--- src/rtl/dedicated_datapath_pkg.sv ---
// Shared types and defaults for the dedicated datapath and its controller.
package dedicated_datapath_pkg;

    localparam int DATA_W_DEF   = 8;
    localparam int LE_LIMIT_DEF = 10;

    typedef enum logic [2:0] {
        ALU_ADD  = 3'b000,
        ALU_SUB  = 3'b001,
        ALU_AND  = 3'b010,
        ALU_OR   = 3'b011,
        ALU_XOR  = 3'b100,
        ALU_NOT  = 3'b101,
        ALU_RSV6 = 3'b110,
        ALU_RSV7 = 3'b111
    } alu_op_e;

endpackage

--- src/rtl/dedicated_datapath_register_file.sv ---
// 8 x DATA_W register file: two asynchronous read ports, one synchronous write port.
// R0 is hard-wired to zero; reads return the pre-write value on a same-cycle write.
module register_file
    import dedicated_datapath_pkg::*;
#(
    parameter int DATA_W = DATA_W_DEF
) (
    input  logic              clk,
    input  logic              reset,
    input  logic              wr_en_i,
    input  logic [2:0]        wr_addr_i,
    input  logic [DATA_W-1:0] wr_dat_i,
    input  logic [2:0]        rd_addr1_i,
    input  logic [2:0]        rd_addr2_i,
    output logic [DATA_W-1:0] rd_dat1_o,
    output logic [DATA_W-1:0] rd_dat2_o
);

    logic [DATA_W-1:0] regs_q [8];

    always_ff @(posedge clk) begin
        if (reset) begin
            for (int i = 0; i < 8; i++) begin
                regs_q[i] <= '0;
            end
        end else if (wr_en_i && (wr_addr_i != 3'd0)) begin
            regs_q[wr_addr_i] <= wr_dat_i;
        end
    end

    assign rd_dat1_o = (rd_addr1_i == 3'd0) ? '0 : regs_q[rd_addr1_i];
    assign rd_dat2_o = (rd_addr2_i == 3'd0) ? '0 : regs_q[rd_addr2_i];

endmodule

--- src/rtl/dedicated_datapath.sv ---
// Datapath: register file, combinational ALU, write-source mux, registered output buffer and <=LE_LIMIT flag.
// outPort/iLe10 update one edge after their enables; synchronous reset overrides all enables.
module dedicated_datapath
    import dedicated_datapath_pkg::*;
#(
    parameter int DATA_W   = DATA_W_DEF,
    parameter int LE_LIMIT = LE_LIMIT_DEF
) (
    input  logic              clk,
    input  logic              reset,
    input  logic              RFSrcMuxSel,
    input  logic [2:0]        aluOp,
    input  logic [2:0]        readAddr1,
    input  logic [2:0]        readAddr2,
    input  logic [2:0]        writeAddr,
    input  logic              writeEn,
    input  logic              outBuf,
    output logic              iLe10,
    output logic [DATA_W-1:0] outPort
);

    logic [DATA_W-1:0] op_a;
    logic [DATA_W-1:0] op_b;
    logic [DATA_W-1:0] alu_res;
    logic [DATA_W-1:0] wr_dat;
    logic              commit_wr;
    logic [DATA_W-1:0] out_port_d, out_port_q;
    logic              ile_d, ile_q;

    register_file #(.DATA_W(DATA_W)) u_rf (
        .clk        (clk),
        .reset      (reset),
        .wr_en_i    (writeEn),
        .wr_addr_i  (writeAddr),
        .wr_dat_i   (wr_dat),
        .rd_addr1_i (readAddr1),
        .rd_addr2_i (readAddr2),
        .rd_dat1_o  (op_a),
        .rd_dat2_o  (op_b)
    );

    // Arithmetic wraps naturally at DATA_W; carry/borrow are dropped.
    always_comb begin
        alu_res = '0;
        case (alu_op_e'(aluOp))
            ALU_ADD: alu_res = op_a + op_b;
            ALU_SUB: alu_res = op_a - op_b;
            ALU_AND: alu_res = op_a & op_b;
            ALU_OR:  alu_res = op_a | op_b;
            ALU_XOR: alu_res = op_a ^ op_b;
            ALU_NOT: alu_res = ~op_a;
            default: alu_res = '0;
        endcase
    end

    assign wr_dat    = RFSrcMuxSel ? DATA_W'(1) : alu_res;
    assign commit_wr = writeEn && (writeAddr != 3'd0);

    // The flag tracks only writes that actually land in the register file.
    always_comb begin
        out_port_d = out_port_q;
        ile_d      = ile_q;
        if (outBuf) begin
            out_port_d = alu_res;
        end
        if (commit_wr) begin
            ile_d = (wr_dat <= DATA_W'(LE_LIMIT));
        end
    end

    always_ff @(posedge clk) begin
        if (reset) begin
            out_port_q <= '0;
            ile_q      <= 1'b0;
        end else begin
            out_port_q <= out_port_d;
            ile_q      <= ile_d;
        end
    end

    assign outPort = out_port_q;
    assign iLe10   = ile_q;

endmodule

--- config.mk ---
export PLATFORM = sky130hd
export DESIGN_NAME = dedicated_datapath
export DESIGN_NICKNAME = d
export VERILOG_FILES = /design/src/rtl/dedicated_datapath_pkg.sv /design/src/rtl/dedicated_datapath_register_file.sv /design/src/rtl/dedicated_datapath.sv
export SDC_FILE = /design/constraint.sdc
export NUM_CORES = 1
export LEC_CHECK = 0
export CORE_AREA = 2 2 95 97
export DETAILED_ROUTE_END_ITERATION = 8
export DIE_AREA = 0 0 97 99
export GPL_TIMING_DRIVEN = 0
export MAX_ROUTING_LAYER = met4
export PLACE_DENSITY = 0.69
export SLEW_MARGIN = 25
export SYNTH_ARGS = -nofsm -noshare
export SYNTH_HDL_FRONTEND = slang
export SYNTH_SLANG_ARGS = --single-unit
--- constraint.sdc ---
create_clock -name clk -period 4.8 [get_ports clk]
set_input_delay 0.48 -clock clk [delete_from_list [all_inputs] [get_ports clk]]
set_output_delay 0.48 -clock clk [all_outputs]
set_load 0.005 [all_outputs]
==> results_dict.tcl, run 1 <==
set metrics [dict create \
    synth_area_um2 4600 \
    synth_fp_nets 505 \
    hold_buffers 0 \
    synthSimpleGateAreaFrac_pct 16.7 \
    register_area_um2 1890 \
    slew_viol_final 0 \
    track_usage_pct 26.9 \
    cts_tree "built" \
    critPathLaunchType "primary input" \
    hold_depth 2 \
    grt_start_max_net_pins 13 \
    syn-mean-instance-area_um2 9.89 \
    synth_top_family_by_area "simple AND/OR/NAND/NOR gates" \
    tightestPinTransition_ns 0.726 \
    fin_nets 538 \
    ff2ff_setup_slack_ns 0.71 \
    synth_fa_ha_area_share_pct 6.42 \
    maxSlewHeadroom_pct 51.4 \
    synth_edf_count 57 \
    netlist_instances 465 \
    synth_warnings 0 \
    die_w_um 97 \
    grt_overflow 0 \
    dieArea_um2 9600 \
    vias 3705 \
    final_common_cell "nor2_1" \
    status "finished clean" \
    final_cell_mix "nor2_1, edfxtp_1, nand2_1, mux2_2, ha_1" \
    grt_pass1_vias 3726 \
    worstSetupPathType "primary input to register" \
    syn_to_final_growth_pct 12.5 \
    synth.ff_latch_count 66 \
    num_antenna_cells 0 \
    drt_wl_total_mm 12.0 \
    r2r_start "u_rf.regs_q[6][1]$_SDFFCE_PN0P_" \
    dr.pass1.iters 5 \
    layout_setup_ws_ns 0.270 \
    drive_gt1_share_pct 15.1 \
    p_leak_uw 0.00196 \
    synth_compound_area_share_pct 15.9 \
    muxShareOfSynthArea_pct 12.8 \
    worst-path-max-fanout 10 \
    synthArstFlopShare_pct 0 \
    path_clk_slew_ns 0.08 \
    initial_core_util_pct 53.8 \
    cts_root_buffer "clkbuf_8" \
    fmax_mhz 221 \
    setup_tns_ns 0 \
    crit_path_end_kind "register" \
    max_cap_viol_count 0 \
    min_from "outPort[4]$_SDFFE_PP0P_" \
    drc 0 \
    final_antenna_net_count 0 \
    grt_pass1_wl_mm 19.5 \
    synth_xor_area_share_pct 2.09 \
    antenna_found_initial 0 \
    pin_count 26 \
    multi_input_area_um2 2510 \
    die_h_um 99 \
    dr.first_iter.drc_count 327 \
    period_minus_slack_ns 4.53 \
    synth_ff_type "edfxtp_1" \
    synth_cell_types 61 \
    rows 34 \
    arrival_ns 4.76 \
    cts_sinks 66 \
    design.core.area_um2 8550 \
    io_buffers 22 \
    fillers 730 \
    cts_buffers 9 \
    cts_max_level 3 \
    whs_endpoint "outPort[4]$_SDFFE_PP0P_" \
    finClkSkew_ns 0.0134 \
    layout.cells.non_filler 611 \
    post_cts_buffers 0 \
    setup_violations 0 \
    ys_seq_area_share_pct 41.1 \
    rsz0062_at_grt "no" \
    insertion_delay_ns 0.35 \
    ff2ff_path_depth 17 \
    vias_per_cell 6.06 \
    fin_crit_sh_pct 94.4 \
    critPathLaunch "readAddr2[0]" \
    hold_viol_final 0 \
    wire_per_inst_um 19.7 \
    cp.required_ns 5.03 \
    gp_congestion 0.911 \
    dp.cells 595 \
    place_hpwl_mm 9.51 \
    hp-class "register to register" \
    r2r_end "iLe10$_SDFFE_PP0P_" \
    irDropWorstVdd_v 0.000214 \
    place_ws_ns -0.414 \
    cts.path.max_buffers 2 \
    p_per_area_nw_per_um2 306 \
]
==> where the power goes <==
| part | internal [µW] | leakage (µW) | switching, µW |
|---|---|---|---|
| registers | 651 | 0.000665 | 17.6 |
| clock network | 239 | 0.0000970 | 230 |
| logic | 184 | 0.00120 | 263 |
| total | 1070 | 0.00196 | 510 |
==> metal layers <==
layer  vias to the layer above  part of all wire (%)  GRT usage (%)
li1                       1762                     -              -
met1                      1805                    44           34.1
met2                       116                    48           42.9
met3                        22                   5.4           5.04
met4                         0                   2.5           11.1
met5                         -                     0              -
==> critical path: stages <==
cell and delay, ns:
clkdlybuf4s50_1 0.62, buf_6 0.22, mux4_2 0.53, nand2b_1 0.19, o21ai_1 0.24, inv_1 0.11, o21a_1 0.21, xnor2_1 0.16
ha_1 0.30, a21oi_1 0.20, o21ai_2 0.11, or3b_2 0.47, mux2i_1 0.18, o32ai_2 0.12, or2_1 0.22, buf_2 0.18
o2111ai_1 0.12, o31ai_2 0.09
==> synth_stat cells, drive strengths merged (2+ instances only) <==
cell     number  area (µm²)
a211oi       12         100
a21o          3        22.5
a21oi        19         106
a221o         2        20.0
a221oi        7        80.1
a22oi         2        20.0
a311oi        2        17.5
a31oi         8        50.1
and2          5        31.3
and3          2        12.5
buf          10        85.1
clkbuf       15        56.3
dfxtp         9         180
edfxtp       57        1710
ha           22         275
inv          21        78.8
mux2         25         285
mux2i        17         170
mux4          6         135
nand2        29         109
nand2b       13        81.3
nand3         4        20.0
nor2         85         319
nor2b         7        43.8
nor3         15        75.1
o2111ai       2        17.5
o211ai        3        27.5
o21a          2        15.0
o21ai        15        75.1
o22ai        10        62.6
o31ai         3        27.5
or2           6        37.5
xnor2         9        78.8
xor2          2        17.5
==> metrics by stage <==
step | hold WS (ns) | util, % | instance area, µm² | power, µW
2_1_floorplan | 0.476 | - | 4600 | 987
3_3_place_gp | 0.478 | 58.0 | 4960 | 1100
3_5_place_dp | 0.484 | 58.0 | 4960 | 1120
4_1_cts | 0.498 | 60.2 | 5150 | 1580
5_1_grt | 0.537 | 60.5 | 5170 | 1660
6_report | 0.494 | 60.5 | 5170 | 1580
==> cell type report <==
cell class	instances	area share, %
repair buffers	22	4.30
clock buffers	9	2.39
multi-input cells	352	48.5
plain buffers	25	2.73
inverters	22	1.60
well taps	108	2.61
flip-flops and latches	66	36.6
clock inverters	7	1.33
==> kinds of logic (layout without fill, tap and decap cells) <==
kind of cell             count (synthesis)  in the layout
buffers and inverters                   47             85
flip-flops                              66             66
XOR/XNOR                                11             11
adder cells (fa/ha/maj)                 23             23
AO/OA/AOI/OAI                           98             98
other                                    1              1
AND/OR/NAND/NOR                        171            171
multiplexers                            48             48
==> worst max path at each step <==
| stage | end | slack, ns | cells after the start |
|---|---|---|---|
| final | iLe10$_SDFFE_PP0P_ | 0.27 | 18 |
| after detailed placement | iLe10$_SDFFE_PP0P_ | -0.41 | 19 |
| after floorplan | iLe10$_SDFFE_PP0P_ | 0.85 | 18 |
| after CTS | iLe10$_SDFFE_PP0P_ | 0.04 | 19 |
| after global routing | iLe10$_SDFFE_PP0P_ | 0.04 | 18 |
| after global placement | iLe10$_SDFFE_PP0P_ | -0.34 | 19 |
==> sequential cells by signal, indices dropped and copies added (netlist names) <==
signal	flops
outPort	8
u_rf.regs_q	57
iLe10	1
==> timing repair <==
| action | 4_1_cts | 5_1_grt |
|---|---|---|
| pin swaps | 0 | 0 |
| resized for setup | 1 | 5 |
| endpoints found under the hold margin | 0 | 0 |
| endpoints found under the setup margin | 1 | 22 |
No activity file was read; power rests on OpenSTA's default activity.
==> inputs of run 2 (changes only) <==
- HOLD_SLACK_MARGIN: not set -> 0.03
==> results of run 2 <==
Same layout as run 1: the final DEF is identical, and so are final timing and power.
==> inputs of run 3 (changes only) <==
- SLEW_MARGIN: 25 -> 20
==> run 3 against run 2 <==
Compared with the run above:
- via count decreased by 0.32%
- critical path depth unchanged
- fmax about the same
- non-clock buffer count did not move
- largest cell class unchanged
- critical path type unchanged
- global-route usage is the same
- wire length about the same
- worst hold slack about the same
- clock power hardly changed
- flip-flop and latch count is the same
- clock-buffer cell count is the same
- largest power group unchanged
- sequential share of layout area is essentially flat
- power about the same
==> results_dict.tcl, run 3 (same netlist as run 1, synthesis figures left out) <==
set metrics [dict create \
    top_layer "met4" \
    fmax_mhz 221 \
    dr.first_iter.drc_count 329 \
    maxSlewHeadroom_pct 27.1 \
    p_sw_share_pct 32.2 \
    syn_to_final_growth_pct 12.3 \
    drc 0 \
    p_leak_uw 0.00196 \
    wl_met3_um 660 \
    gp_congestion 0.911 \
    initial_core_util_pct 53.8 \
    vias 3693 \
    finalHoldWorstSlack_ns 0.494 \
    setup_violations 0 \
    antenna_found_initial 0 \
    tightestPinTransition_ns 1.08 \
    irDropWorstVdd_v 0.000214 \
    critPathLaunchType "primary input" \
    cts_sinks 66 \
    fillers 731 \
    vias_per_cell 6.04 \
    slowest_delay_ns 0.62 \
    cts_root_buffer "clkbuf_8" \
    max_cap_viol_count 0 \
    rows 34 \
    num_antenna_cells 0 \
    utilization_pct 60.4 \
    arrival_ns 4.76 \
    final_common_cell "nor2_1" \
    wire_per_inst_um 19.7 \
    pin_count 26 \
    hp-class "register to register" \
    power.switching_uw 509 \
    wl_met2_mm 5.78 \
    cts_tree "built" \
    finalPower_uw 1580 \
    cts_max_level 3 \
    layout.cells.non_filler 611 \
    cp_top_family "buffers and inverters" \
    cp.required_ns 5.02 \
    status "finished clean" \
    place_hpwl_mm 9.51 \
    path_clk_slew_ns 0.08 \
    crit_chain "clkdlybuf4s50_1 -> buf_6 -> mux4_2 -> nand2b_1 -> o21ai_1 -> inv_1 -> o21a_1 -> xnor2_1 -> ha_1 -> a21oi_1 -> o21ai_2 -> or3b_2 -> mux2i_1 -> o32ai_2 -> or2_1 -> buf_2 -> o2111ai_1 -> o31ai_2" \
    p_per_area_nw_per_um2 306 \
    cts_buffers 9 \
    fin_nets 538 \
    finClkSkew_ns 0.0128 \
    critPathSlowestCell "clkdlybuf4s50_1" \
    slew_viol_final 0 \
    cts.path.max_buffers 2 \
    io_buffers 22 \
    die_w_um 97 \
    combPwrFrac_pct 28.2 \
    largest_register_ffs 57 \
    seq_power_share_pct 42.3 \
    design.core.area_um2 8550 \
    worst-path-max-fanout 10 \
    power.internal_uw 1070 \
    m1WireLength_mm 5.30 \
    grt_pass1_wl_mm 19.5 \
    track_usage_pct 26.9 \
    dr.pass1.iters 5 \
    drt_wl_total_mm 12.0 \
    grt_overflow 0 \
    dp.cells 595 \
    rsz0062_at_grt "no" \
    period_minus_slack_ns 4.53 \
    dieArea_um2 9600 \
    insertion_delay_ns 0.35 \
    die_h_um 99 \
    final_cell_mix "nor2_1, edfxtp_1, nand2_1, mux2_2, ha_1" \
    largest_register "u_rf.regs_q" \
    fin_crit_sh_pct 94.5 \
    worstSetupPathType "primary input to register" \
    crit_path_end_kind "register" \
    cp_num_buf_inv 4 \
    final_antenna_net_count 0 \
    grt_start_max_net_pins 13 \
    drive_gt1_share_pct 14.9 \
    clkPwrFrac_pct 29.6 \
    grt_pass1_vias 3726 \
    hold_viol_final 0 \
]
## run 3: cell count changes in the layout (fill, tap and decap cells not counted)
cell,before,now
nor3_1,14,15
nor3_2,1,0
## run 3: layout make-up
type | count | area [µm²] | share of cell area (%)
Buffer | 25 | 141 | 2.74
Clock buffer | 9 | 124 | 2.40
Clock inverter | 7 | 68.8 | 1.33
Inverter | 22 | 82.6 | 1.60
Multi-Input combinational cell | 352 | 2500 | 48.4
Sequential cell | 66 | 1890 | 36.6
Tap cell | 108 | 135 | 2.61
Timing Repair Buffer | 22 | 223 | 4.31
## run 3: per-layer routing
layer / vias up / track usage (%)
li1: 1762 / -
met1: 1800 / 34.1
met2: 113 / 42.9
met3: 18 / 5.04
met4: 0 / 11.1
met5: - / -
## run 3: power groups by stage
stage | Clock, µW | Sequential (µW) | Combinational (µW)
6_report | 468 | 669 | 446
5_1_grt | 492 | 672 | 492
4_1_cts | 475 | 669 | 438
3_5_place_dp | 0 | 681 | 435
3_3_place_gp | 0 | 679 | 423
2_1_floorplan | 0 | 675 | 312
## run 3: timing repair
item	4_1_cts	5_1_grt
hold buffers	0	0
setup endpoints to repair	1	22
gates resized for setup	1	5
buffers inserted	0	0
## run 3: metrics by stage
stage               area [µm²]  setup slack (ns)  setup TNS [ns]
floorplan                 4600             0.848               0
global placement          4960            -0.341           -1.94
detailed placement        4960            -0.414           -3.61
CTS                       5150            0.0358               0
global route              5170            0.0424               0
finish                    5170             0.266               0
## run 3: final timing paths
check | from | end | slack (ns) | cells past startpoint
setup / recovery | readAddr2[0] | iLe10$_SDFFE_PP0P_ | 0.27 | 18
hold / removal | outPort[4]$_SDFFE_PP0P_ | outPort[4]$_SDFFE_PP0P_ | 0.49 | 2
setup reg to reg | u_rf.regs_q[6][1]$_SDFFCE_PN0P_ | iLe10$_SDFFE_PP0P_ | 0.70 | 17
hold reg to reg | outPort[4]$_SDFFE_PP0P_ | outPort[4]$_SDFFE_PP0P_ | 0.49 | 2
## run 3: worst min-delay path, cell delays in order, from the launching register on
cell and delay, ns:
dfxtp_1 0.32, nor2_1 0.08, a211oi_1 0.05
